<file path="config.mk">
export PLATFORM = sky130hd
export DESIGN_NAME = engage_scheduler
export DESIGN_NICKNAME = d
export VERILOG_FILES = /design/src/rtl/engage_scheduler.sv
export SDC_FILE = /design/constraint.sdc
export NUM_CORES = 1
export LEC_CHECK = 0
export ABC_AREA = 1
export CAP_MARGIN = 30
export CORE_UTILIZATION = 63
export DETAILED_ROUTE_END_ITERATION = 10
export HOLD_SLACK_MARGIN = 0.03
export PLACE_DENSITY = 0.84
export SYNTH_ARGS = -nofsm -noshare
export SYNTH_HDL_FRONTEND = slang
export SYNTH_SLANG_ARGS = --single-unit
</file>
<file path="constraint.sdc">
create_clock -name clk -period 7.07 [get_ports clk]
set_input_delay 1.414 -clock clk [delete_from_list [all_inputs] [get_ports clk]]
set_output_delay 1.414 -clock clk [all_outputs]
set_load 0.01 [all_outputs]
</file>
<file path="src/rtl/engage_scheduler.sv">
// Launcher arbiter: picks the highest-threat locked, not-yet-engaged track,
// arms, holds a fire request until acknowledged, then cools down.
module engage_scheduler #(
  parameter int          NUM_TRK         = 4,
  parameter logic [15:0] ARM_CYCLES      = 16'd1000,
  parameter logic [15:0] COOLDOWN_CYCLES = 16'd5000,
  parameter logic [15:0] ACK_TIMEOUT     = 16'd2000,
  localparam int         ID_W            = $clog2(NUM_TRK)
) (
  input  logic                   clk,
  input  logic                   reset_n,
  input  logic [NUM_TRK-1:0]     lock_active,
  input  logic [2*NUM_TRK-1:0]   threat_pri,
  input  logic                   engage_en,
  input  logic                   launcher_ready,
  input  logic                   fire_ack,
  output logic                   fire_req,
  output logic [ID_W-1:0]        fire_trk_id,
  output logic                   busy,
  output logic [NUM_TRK-1:0]     engaged_mask,
  output logic                   abort_pulse,
  output logic                   fault
);

  typedef enum logic [2:0] {
    S_IDLE, S_SELECT, S_ARM, S_FIRE, S_COOLDOWN, S_FAULT
  } state_e;

  state_e              state_q, state_d;
  logic [15:0]         cnt_q, cnt_d;
  logic [ID_W-1:0]     sel_id_q, sel_id_d;
  logic [ID_W-1:0]     rr_ptr_q, rr_ptr_d;
  logic [NUM_TRK-1:0]  mask_q, mask_d;
  logic                abort_q, abort_d;

  logic [NUM_TRK-1:0]      elig;
  logic [NUM_TRK-1:0][1:0] pri_arr;
  logic [NUM_TRK-1:0]      set_bit;
  logic                    best_found;
  logic [1:0]              best_pri;
  logic [ID_W-1:0]         best_id;
  logic [15:0]             cnt_inc;

  assign elig    = lock_active & ~mask_q;
  assign pri_arr = threat_pri;
  assign cnt_inc = (cnt_q == 16'hFFFF) ? cnt_q : cnt_q + 16'd1;

  // Round-robin search from rr_ptr; strict '>' keeps the first hit on ties.
  always_comb begin
    best_found = 1'b0;
    best_pri   = 2'd0;
    best_id    = rr_ptr_q;
    for (int j = 0; j < NUM_TRK; j++) begin
      int k;
      k = int'(rr_ptr_q) + j;
      if (k >= NUM_TRK) k = k - NUM_TRK;
      if (elig[k] && (!best_found || pri_arr[k] > best_pri)) begin
        best_found = 1'b1;
        best_pri   = pri_arr[k];
        best_id    = ID_W'(k);
      end
    end
  end

  always_comb begin
    state_d  = state_q;
    cnt_d    = cnt_q;
    sel_id_d = sel_id_q;
    rr_ptr_d = rr_ptr_q;
    abort_d  = 1'b0;
    set_bit  = '0;
    unique case (state_q)
      S_IDLE: begin
        if (engage_en && launcher_ready && |elig) state_d = S_SELECT;
      end
      S_SELECT: begin
        if (|elig) begin
          sel_id_d = best_id;
          cnt_d    = '0;
          state_d  = S_ARM;
        end else begin
          state_d  = S_IDLE;
        end
      end
      S_ARM: begin
        if (!lock_active[sel_id_q] || !engage_en) begin
          abort_d = 1'b1;
          state_d = S_IDLE;
        end else if (cnt_q == ARM_CYCLES - 16'd1) begin
          cnt_d   = '0;
          state_d = S_FIRE;
        end else begin
          cnt_d   = cnt_inc;
        end
      end
      S_FIRE: begin
        if (fire_ack) begin
          set_bit[sel_id_q] = 1'b1;
          rr_ptr_d = (sel_id_q == ID_W'(NUM_TRK-1)) ? '0 : sel_id_q + 1'b1;
          cnt_d    = '0;
          state_d  = S_COOLDOWN;
        end else if (cnt_q == ACK_TIMEOUT - 16'd1) begin
          state_d  = S_FAULT;
        end else begin
          cnt_d    = cnt_inc;
        end
      end
      S_COOLDOWN: begin
        if (cnt_q == COOLDOWN_CYCLES - 16'd1) state_d = S_IDLE;
        else                                  cnt_d   = cnt_inc;
      end
      S_FAULT: state_d = S_FAULT;
      default: state_d = S_IDLE;
    endcase
  end

  // A lock loss clears the mask bit even in the cycle it would be set.
  assign mask_d = (mask_q | set_bit) & lock_active;

  always_ff @(posedge clk or negedge reset_n) begin
    if (!reset_n) begin
      state_q  <= S_IDLE;
      cnt_q    <= '0;
      sel_id_q <= '0;
      rr_ptr_q <= '0;
      mask_q   <= '0;
      abort_q  <= 1'b0;
    end else begin
      state_q  <= state_d;
      cnt_q    <= cnt_d;
      sel_id_q <= sel_id_d;
      rr_ptr_q <= rr_ptr_d;
      mask_q   <= mask_d;
      abort_q  <= abort_d;
    end
  end

  assign fire_req     = (state_q == S_FIRE);
  assign fire_trk_id  = (state_q == S_FIRE) ? sel_id_q : '0;
  assign busy         = (state_q != S_IDLE);
  assign engaged_mask = mask_q;
  assign abort_pulse  = abort_q;
  assign fault        = (state_q == S_FAULT);

endmodule

</file>
# Word level (Yosys, flattened, before mapping)
# Cells that the tools add are included.
dict set report word_totals {
  register_bits 28
  inputBits 17
  out_inout_bits 10
  word_cells 137
}
dict set report classes {
  n_addsub 9
  magnitude_cmp 13
  n_eq_ne 18
  n_mux 64
  n_bitwise 4
  n_reduce_logical 23
}
# operator count
set op_table {}
lappend op_table {{less-than comparator 32 x 4 -> 1 bit (second input constant)} 4}
lappend op_table {{two-way mux 32 bit} 4}
lappend op_table {{two-way mux 16 bit} 7}
lappend op_table {{case mux 16 bit (4 select lines)} 1}
lappend op_table {{two-way mux 2 bit} 18}
lappend op_table {{two-way mux 3 bit} 6}
lappend op_table {{case mux 3 bit (6 select lines)} 1}
lappend op_table {{adder 16 x 1 -> 16 bit (second input constant)} 1}
lappend op_table {{binary-select mux 2 bit (select 2 bit)} 4}
lappend op_table {{equality test 16 x 10 -> 1 bit (second input constant)} 1}
lappend op_table {{equality test 16 x 11 -> 1 bit (second input constant)} 1}
lappend op_table {{equality test 16 x 13 -> 1 bit (second input constant)} 1}
lappend op_table {{equality test 16 bit (second input constant)} 1}
lappend op_table {{two-way mux 1 bit} 15}
lappend op_table {{subtractor 3 x 3 -> 4 bit (second input constant)} 3}
lappend op_table {{binary-select mux 1 bit (select 2 bit)} 5}
lappend op_table {{!= test 2 bit (second input constant)} 5}
lappend op_table {{greater-or-equal comparator 3 bit (second input constant)} 3}
lappend op_table {{bitwise AND 4 bit} 2}
lappend op_table {{two-way mux 4 bit} 2}
lappend op_table {{adder 2 x 2 -> 3 bit (second input constant)} 2}
lappend op_table {{equality test 3 x 2 -> 1 bit (second input constant)} 2}
lappend op_table {{equality test 3 bit (second input constant)} 2}
lappend op_table {{greater-than comparator 2 bit} 3}
lappend op_table {{other kinds (23)} 37}

# Logic depth before layout (Yosys ltp)
dict set report depth {
  depth_word 18
  depth_mapped 33
}

# Worst setup path after synthesis
# OpenSTA, ideal clock, no wires.
dict set report synth_timing {
  path_type {input port to flip-flop}
  startpoint {input port lock_active[3]}
  endpoint {register sel_id_q[0]}
  t_arrival_ps 4287
  slack_ps 2655
  stages 28
  cell_sequence {nand3_1 nand3_1 nand2_1 a211oi_1 ha_1 nand2_1 nand2_1 nand3_1 nand2_1 nand2_1 o21ai_1 ha_1 inv_1 nor2_1 o21ai_0 nand2_1 nand2_1 nand2_1 o21ai_1 ha_1 inv_1 nor2_1 o21ai_0 nand2_1 nand2_1 nand3_1 nand3_1 o21ai_0}
}
dict set report synth_between {
  elab_chain_cells 17
  elab_cells_between_ends 37
  classes_between {order compare: 3; mux: 22; bitwise: 1; reduce/logical: 11}
}
# item line_no
set synth_lines {}
lappend synth_lines {{start, declared} 12} ;# input logic [NUM_TRK-1:0] lock_active,
lappend synth_lines {{bitwise AND 4 bit *} 44} ;# assign elig = lock_active & ~mask_q;
lappend synth_lines {{binary-select mux 1 bit (select 2 bit)} 57} ;# if (elig[k] && (!best_found || pri_arr[k] > best_pri)) begin
lappend synth_lines {{two-way mux 1 bit (not written as such) (2 in series)} 57}
lappend synth_lines {{two-way mux 2 bit / two-way mux 1 bit (equally long branches)} 57}
lappend synth_lines {{greater-than comparator 2 bit / logical NOT 1 bit (equally long branches)} 57}
lappend synth_lines {{logical OR 1 bit} 57}
lappend synth_lines {{logical AND 1 bit} 57}
lappend synth_lines {{two-way mux 2 bit / two-way mux 1 bit (equally long branches)} 57}
lappend synth_lines {{greater-than comparator 2 bit / logical NOT 1 bit (equally long branches)} 57}
lappend synth_lines {{logical OR 1 bit} 57}
lappend synth_lines {{logical AND 1 bit} 57}
lappend synth_lines {{two-way mux 2 bit / two-way mux 1 bit (equally long branches)} 57}
lappend synth_lines {{greater-than comparator 2 bit / logical NOT 1 bit (equally long branches)} 57}
lappend synth_lines {{logical OR 1 bit} 57}
lappend synth_lines {{logical AND 1 bit} 57}
lappend synth_lines {{two-way mux 2 bit} 57}
lappend synth_lines {{end signal, assigned} 131} ;# sel_id_q <= sel_id_d;
lappend synth_lines {{end, declared} 31} ;# logic [ID_W-1:0] sel_id_q, sel_id_d;
# Every way passes the cells marked *; elsewhere a longest branch is shown, timed or not. The select of a mux whose other input is x is not followed.
# A chain may end at the register's enable or synchronous reset.

# Worst setup path in the final report
# Ends and elaborated chain as after synthesis.

==> reports/results.ini <==
[run_status]
outcome=completed

[detailed_routing]
detailroute.via_count=3003
antenna_left=0
post_drt_wl_per_cell_um=13.4
drt_wl_total_mm=7.03
drt_iter0_drc=285
vias_per_cell=5.73
drc=0
dr.pass1.iters=5

[global_routing]
grt_overflow=0
grt_pass1_wl_mm=10.8
grt_start_max_net_pins=29
met3_usage_pct=3.78
busiest_layer=met2
grt_pass1_vias=2390
grt.met2_usage_pct=46.1
antenna_found_initial=0
use_met1_pct=45.5
track_usage_pct=30.4

[timing]
rsz0062_at_grt=false
post-route-period-util_pct=72.9
max-slew-margin-rel_pct=50.7
clock_skew_ns=0.00556
timing.fmax_ghz=0.194
worst_slew_pin_slew_ns=0.738
final_hold_viol_count=0
setup_viol=0
tns_ns=0
worst_slack_ns=1.91
period_minus_slack_ns=5.16
maxSlewViolCount=0

[cts]
postCtsSetupBuffers=0
clock_latency_ns=0.28
tritoncts=built
cts_resized=0
clk_path_buf_depth=2
cts_sinks=28
cts_root_buffer=clkbuf_8
hold_buffers=0
clk_pin_slew_worst_paths_ns=0.10
cts.htree.levels=1
cts_buffers=3

[synthesis]
ys_seq_area_share_pct=24.8
synthesis.nets=484
synth-compound-area-share_pct=9.73
ys_async_sr_fraction_pct=100
synth_xor_xnor_area_share_pct=2.79
yosys_warnings=0
syn_area_um2=2830
synth_seq_cells=28
synth-edff-count=0
synth_mux_area_share_pct=0
yosys.area_share.adder_pct=4.87
netlist-cell-type-count=37
syn_avg_cell_area_um2=6.20
synth_simple_gate_area_share_pct=47.2
synthCells=456
synth_top_family_by_area=simple AND/OR/NAND/NOR gates
ys.flop_type=dfrtp_1

[floorplan]
die_h_um=69.0
start_util_pct=68.2
die_w_um=69.0
ioPinCount=27
rows=23
coreArea_um2=4140
dieArea_um2=4760

[worst_setup_path]
regToRegSetupSlack_ns=2.62
cp-endpoint=sel_id_q[0]
cp-start-kind=input pin
cp_common_cell=nand2_1
end_kind=register
cp.depth=29
ff2ff_path_depth=29
cp_data_arrival_time_ns=5.32
worstSetupStartpoint=lock_active[3]
cp_top_family=simple AND/OR/NAND/NOR gates
worstPathMaxFanout=6
r2r-end=sel_id_q[0]
path_buf_inv=3
r2r_start=rr_ptr_q[0]
required_ns=7.23
critPathKind=input pin to register
cp_slowest_stage_delay_ns=0.56
slowest_stage=clkdlybuf4s50_1

[finish]
most-common-layout-cells=148 x nand2_1, 56 x nand3_1, 50 x inv_1
syn_to_final_growth_pct=10.3
regArea_um2=701
mostFrequentLayoutCell=nand2_1
final_cells=524
nets=503
fillers=347
multi_input_area_um2=1830
post_route_cells_drive_above_1_share_pct=9.28
n_antenna_cell=0

[place]
place_ws_ns=1.62
port_buffers=26
gp_congestion=0.955
dp.cells=520
dp_hpwl_mm=5.22

[power_and_ir_drop]
p_clk_share_pct=29.4
power.density_nw_per_um2=115
internal_power_uw=246
p_sw_uw=113
seq_power_share_pct=45.5
peakVddDrop_uv=101
p_comb_share_pct=25.1
power_leakage_uw=0.00155
netSwitchingFraction_pct=31.4

[worst_hold_path]
min_path_type=register to register

[job]
cap_violations=0

Yosys cell counts (4+ instances only):
library cell	number	area share (%)
nand2_1	148	20
nand3_1	56	9.9
inv_1	50	6.6
nor2_1	33	4.4
dfrtp_1	28	25
o21ai_0	27	4.8
nand2_2	21	4.6
nand4_1	16	3.5
ha_1	11	4.9
xor2_1	8	2.5
a21oi_1	6	1.1
nor2_2	5	1.1
clkbuf_1	4	0.53
nor3_1	4	0.71
o21ai_1	4	0.71
through the flow:
stage / util (%) / hold slack (ns) / power, µW / area [µm²]
2_1_floorplan: - / 0.484 / 229 / 2830
3_3_place_gp: 73.9 / 0.518 / 253 / 3060
3_5_place_dp: 73.9 / 0.527 / 256 / 3060
4_1_cts: 75.2 / 0.553 / 357 / 3120
5_1_grt: 75.2 / 0.581 / 378 / 3120
6_report: 75.2 / 0.554 / 359 / 3120
worst min path at each step:
stage | start | to | cells after the start
3_5_place_dp | state_q[1] | state_q[1] | 2
3_3_place_gp | state_q[1] | state_q[1] | 2
5_1_grt | state_q[1] | state_q[1] | 2
2_1_floorplan | state_q[1] | state_q[1] | 2
4_1_cts | state_q[1] | state_q[1] | 2
6_report | state_q[1] | state_q[1] | 2
power groups by stage:
stage | logic (µW) | registers [µW] | clock network (µW)
global placement | 86.0 | 167 | 0
finish | 90.1 | 163 | 105
detailed placement | 89.1 | 167 | 0
global route | 104 | 164 | 110
floorplan | 64.4 | 165 | 0
CTS | 89.4 | 163 | 104
final cells by class:
cell class	instances	share of cell area, %
Clock buffer	4	1.77
Inverter	54	6.58
Multi-Input combinational cell	361	58.6
Sequential cell	28	22.5
Tap cell	50	2.01
Timing Repair Buffer	27	8.59
worst min-delay path: stages, from the launching register on:
cell	delay (ns)
dfrtp_1	0.41
nand2_1	0.07
nand2_1	0.05
logic make-up after synthesis:
kind of cell | after synthesis
AND/OR/NAND/NOR | 293
buffers and inverters | 67
AO/OA/AOI/OAI | 48
flip-flops | 28
adder cells (fa/ha/maj) | 11
XOR/XNOR | 9
registers in the layout (all words and copies together) (netlist names):
signal,flops
engaged_mask,4
sel_id_q,2
rr_ptr_q,2
cnt_q,16
abort_pulse,1
state_q,3
metal layers:
| metal | wire length, µm | part of all wire [%] | vias to the layer above |
|---|---|---|---|
| met5 | 0 | 0 | - |
| met4 | 87 | 1.2 | 0 |
| met3 | 569 | 8.1 | 10 |
| met2 | 3020 | 43 | 134 |
| met1 | 3350 | 48 | 1348 |
| li1 | - | - | 1511 |
Note: power is estimated with default switching activity, not from simulation.
==> edit (config.mk and constraints unchanged) <==
Register the output `fault`, cleared by the reset; this adds one clock of latency there. The other outputs are not delayed to match.
--- a/src/rtl/engage_scheduler.sv
+++ b/src/rtl/engage_scheduler.sv
@@ -140,7 +140,13 @@
   assign busy         = (state_q != S_IDLE);
   assign engaged_mask = mask_q;
   assign abort_pulse  = abort_q;
-  assign fault        = (state_q == S_FAULT);
+  always_ff @(posedge clk or negedge reset_n) begin
+    if (!reset_n) begin
+      fault <= '0;
+    end else begin
+      fault <= (state_q == S_FAULT);
+    end
+  end
 
 endmodule
 
Formal check against the unedited RTL: same outputs for any inputs over 10 cycles, from zero or initial values and one cycle with reset_n low; that may be too few to reach the edited logic, so the function may still have changed.
==> edit against the original RTL <==
  * Cell area rose by 4.9%
  * Synthesized area is 2.8% higher
  * Power is 22% higher
  * Count of clock-buffer cells in the layout is 3 higher
  * Sequential share of layout area is 0.28 points lower
  * Setup slack got worse by 0.0018 ns
  * Combinational power down 1%
  * Non-clock buffer count rose by 1
  * Wire length grew 1.8%
  * Maximum frequency about the same
  * Die area up 2.7%
  * Sequential cell count increased by 1
  * Critical endpoint unchanged
==> edit: results (changes against the original RTL) <==
- The fraction of power consumed by combinational cells is 20.2% (was 25.1%).
- Leading cell types by total area after synthesis: sky130_fd_sc_hd__dfrtp_1 25%, sky130_fd_sc_hd__nand2_1 21%, sky130_fd_sc_hd__nand3_1 11%, sky130_fd_sc_hd__inv_1 6.6%, sky130_fd_sc_hd__o21ai_0 5.0% (was sky130_fd_sc_hd__dfrtp_1 25%, sky130_fd_sc_hd__nand2_1 20%, sky130_fd_sc_hd__nand3_1 9.9%, sky130_fd_sc_hd__inv_1 6.6%, sky130_fd_sc_hd__ha_1 4.9%)
- The post-layout net count was 515 (was 503).
- Actual slew at the worst max-slew pin: 0.6823 ns (was 0.7380 ns)
* Sequential share of the synthesized area: 24.96% (was 24.78%)
- The met1 track demand over resource in global routing is 36.57% (was 45.45%).
* Arrival time at the worst endpoint: 5.33 ns (was 5.32 ns)
- The flop-to-flop setup slack is 2.70 ns (was 2.62 ns).
- The fraction of the mapped netlist area in compound gates was 7.917% (was 9.735%).
- The adder and majority cell fraction of the synthesized area is 4.733% (was 4.867%).
- The maximum vdd ir drop came to 0.0001007 V (about the same).
- The total power of the final layout came to 439.5 µW (was 359.0 µW).
* Met2 Resource Use GR: 57.91% (was 46.12%)
- The met3 track demand over resource came to 5.339% (was 3.783%).
* Synth Area in XOR/XNOR: 2.108% (was 2.788%)
- Cell types with the highest counts after synthesis: 165 x sky130_fd_sc_hd__nand2_1, 62 x sky130_fd_sc_hd__nand3_1, 51 x sky130_fd_sc_hd__inv_1 (was 148 x sky130_fd_sc_hd__nand2_1, 56 x sky130_fd_sc_hd__nand3_1, 50 x sky130_fd_sc_hd__inv_1)
- CTS buffer count: 5 (was 3)
- The distinct cell type count of the synthesized netlist was 35 (was 37).
- The global-route wire length before repair is 12.44 mm (was 10.82 mm).
- Layout cells sized above 1: 10.04% (was 9.283%)
* Power drawn by the clock network: 181 µW (was 105 µW)
- The post-synth net total is 492 (was 484).
- Overall routed net length: 7.153 mm (was 7.028 mm)
* Initial DRC Count: 189 (was 285)
- Status: finished clean (unchanged)
- Net switching power: 123.1 µW (was 112.8 µW)
[edit: layer usage]
metal / wire (µm) / part of all wire (%) / vias up
met2: 3670 / 51 / 84
li1: - / - / 1540
met1: 3069 / 43 / 1373
met4: 112 / 1.6 / 0
met5: 0 / 0 / -
met3: 301 / 4.2 / 12
[edit: through the flow]
stage	setup WS, ns	std cells	cell area (µm²)	utilization [%]	hold slack [ns]
CTS	1.929	540	3269	74.57	0.5048
global route	1.395	540	3269	74.57	0.5424
detailed placement	1.626	532	3153	71.92	0.4856
global placement	1.885	531	3146	71.75	0.4734
floorplan	2.647	464	2908	-	0.4494
finish	1.912	540	3269	74.57	0.5017
[edit: cell type report]
cell class,count,area [µm²]
sequential,29,725.7
inverter,59,221.5
clock inverter,1,30.03
clock buffer,7,86.33
timing repair buffer,28,275.3
multi-input combinational,364,1866
tap,52,65.06
fill,380,1115
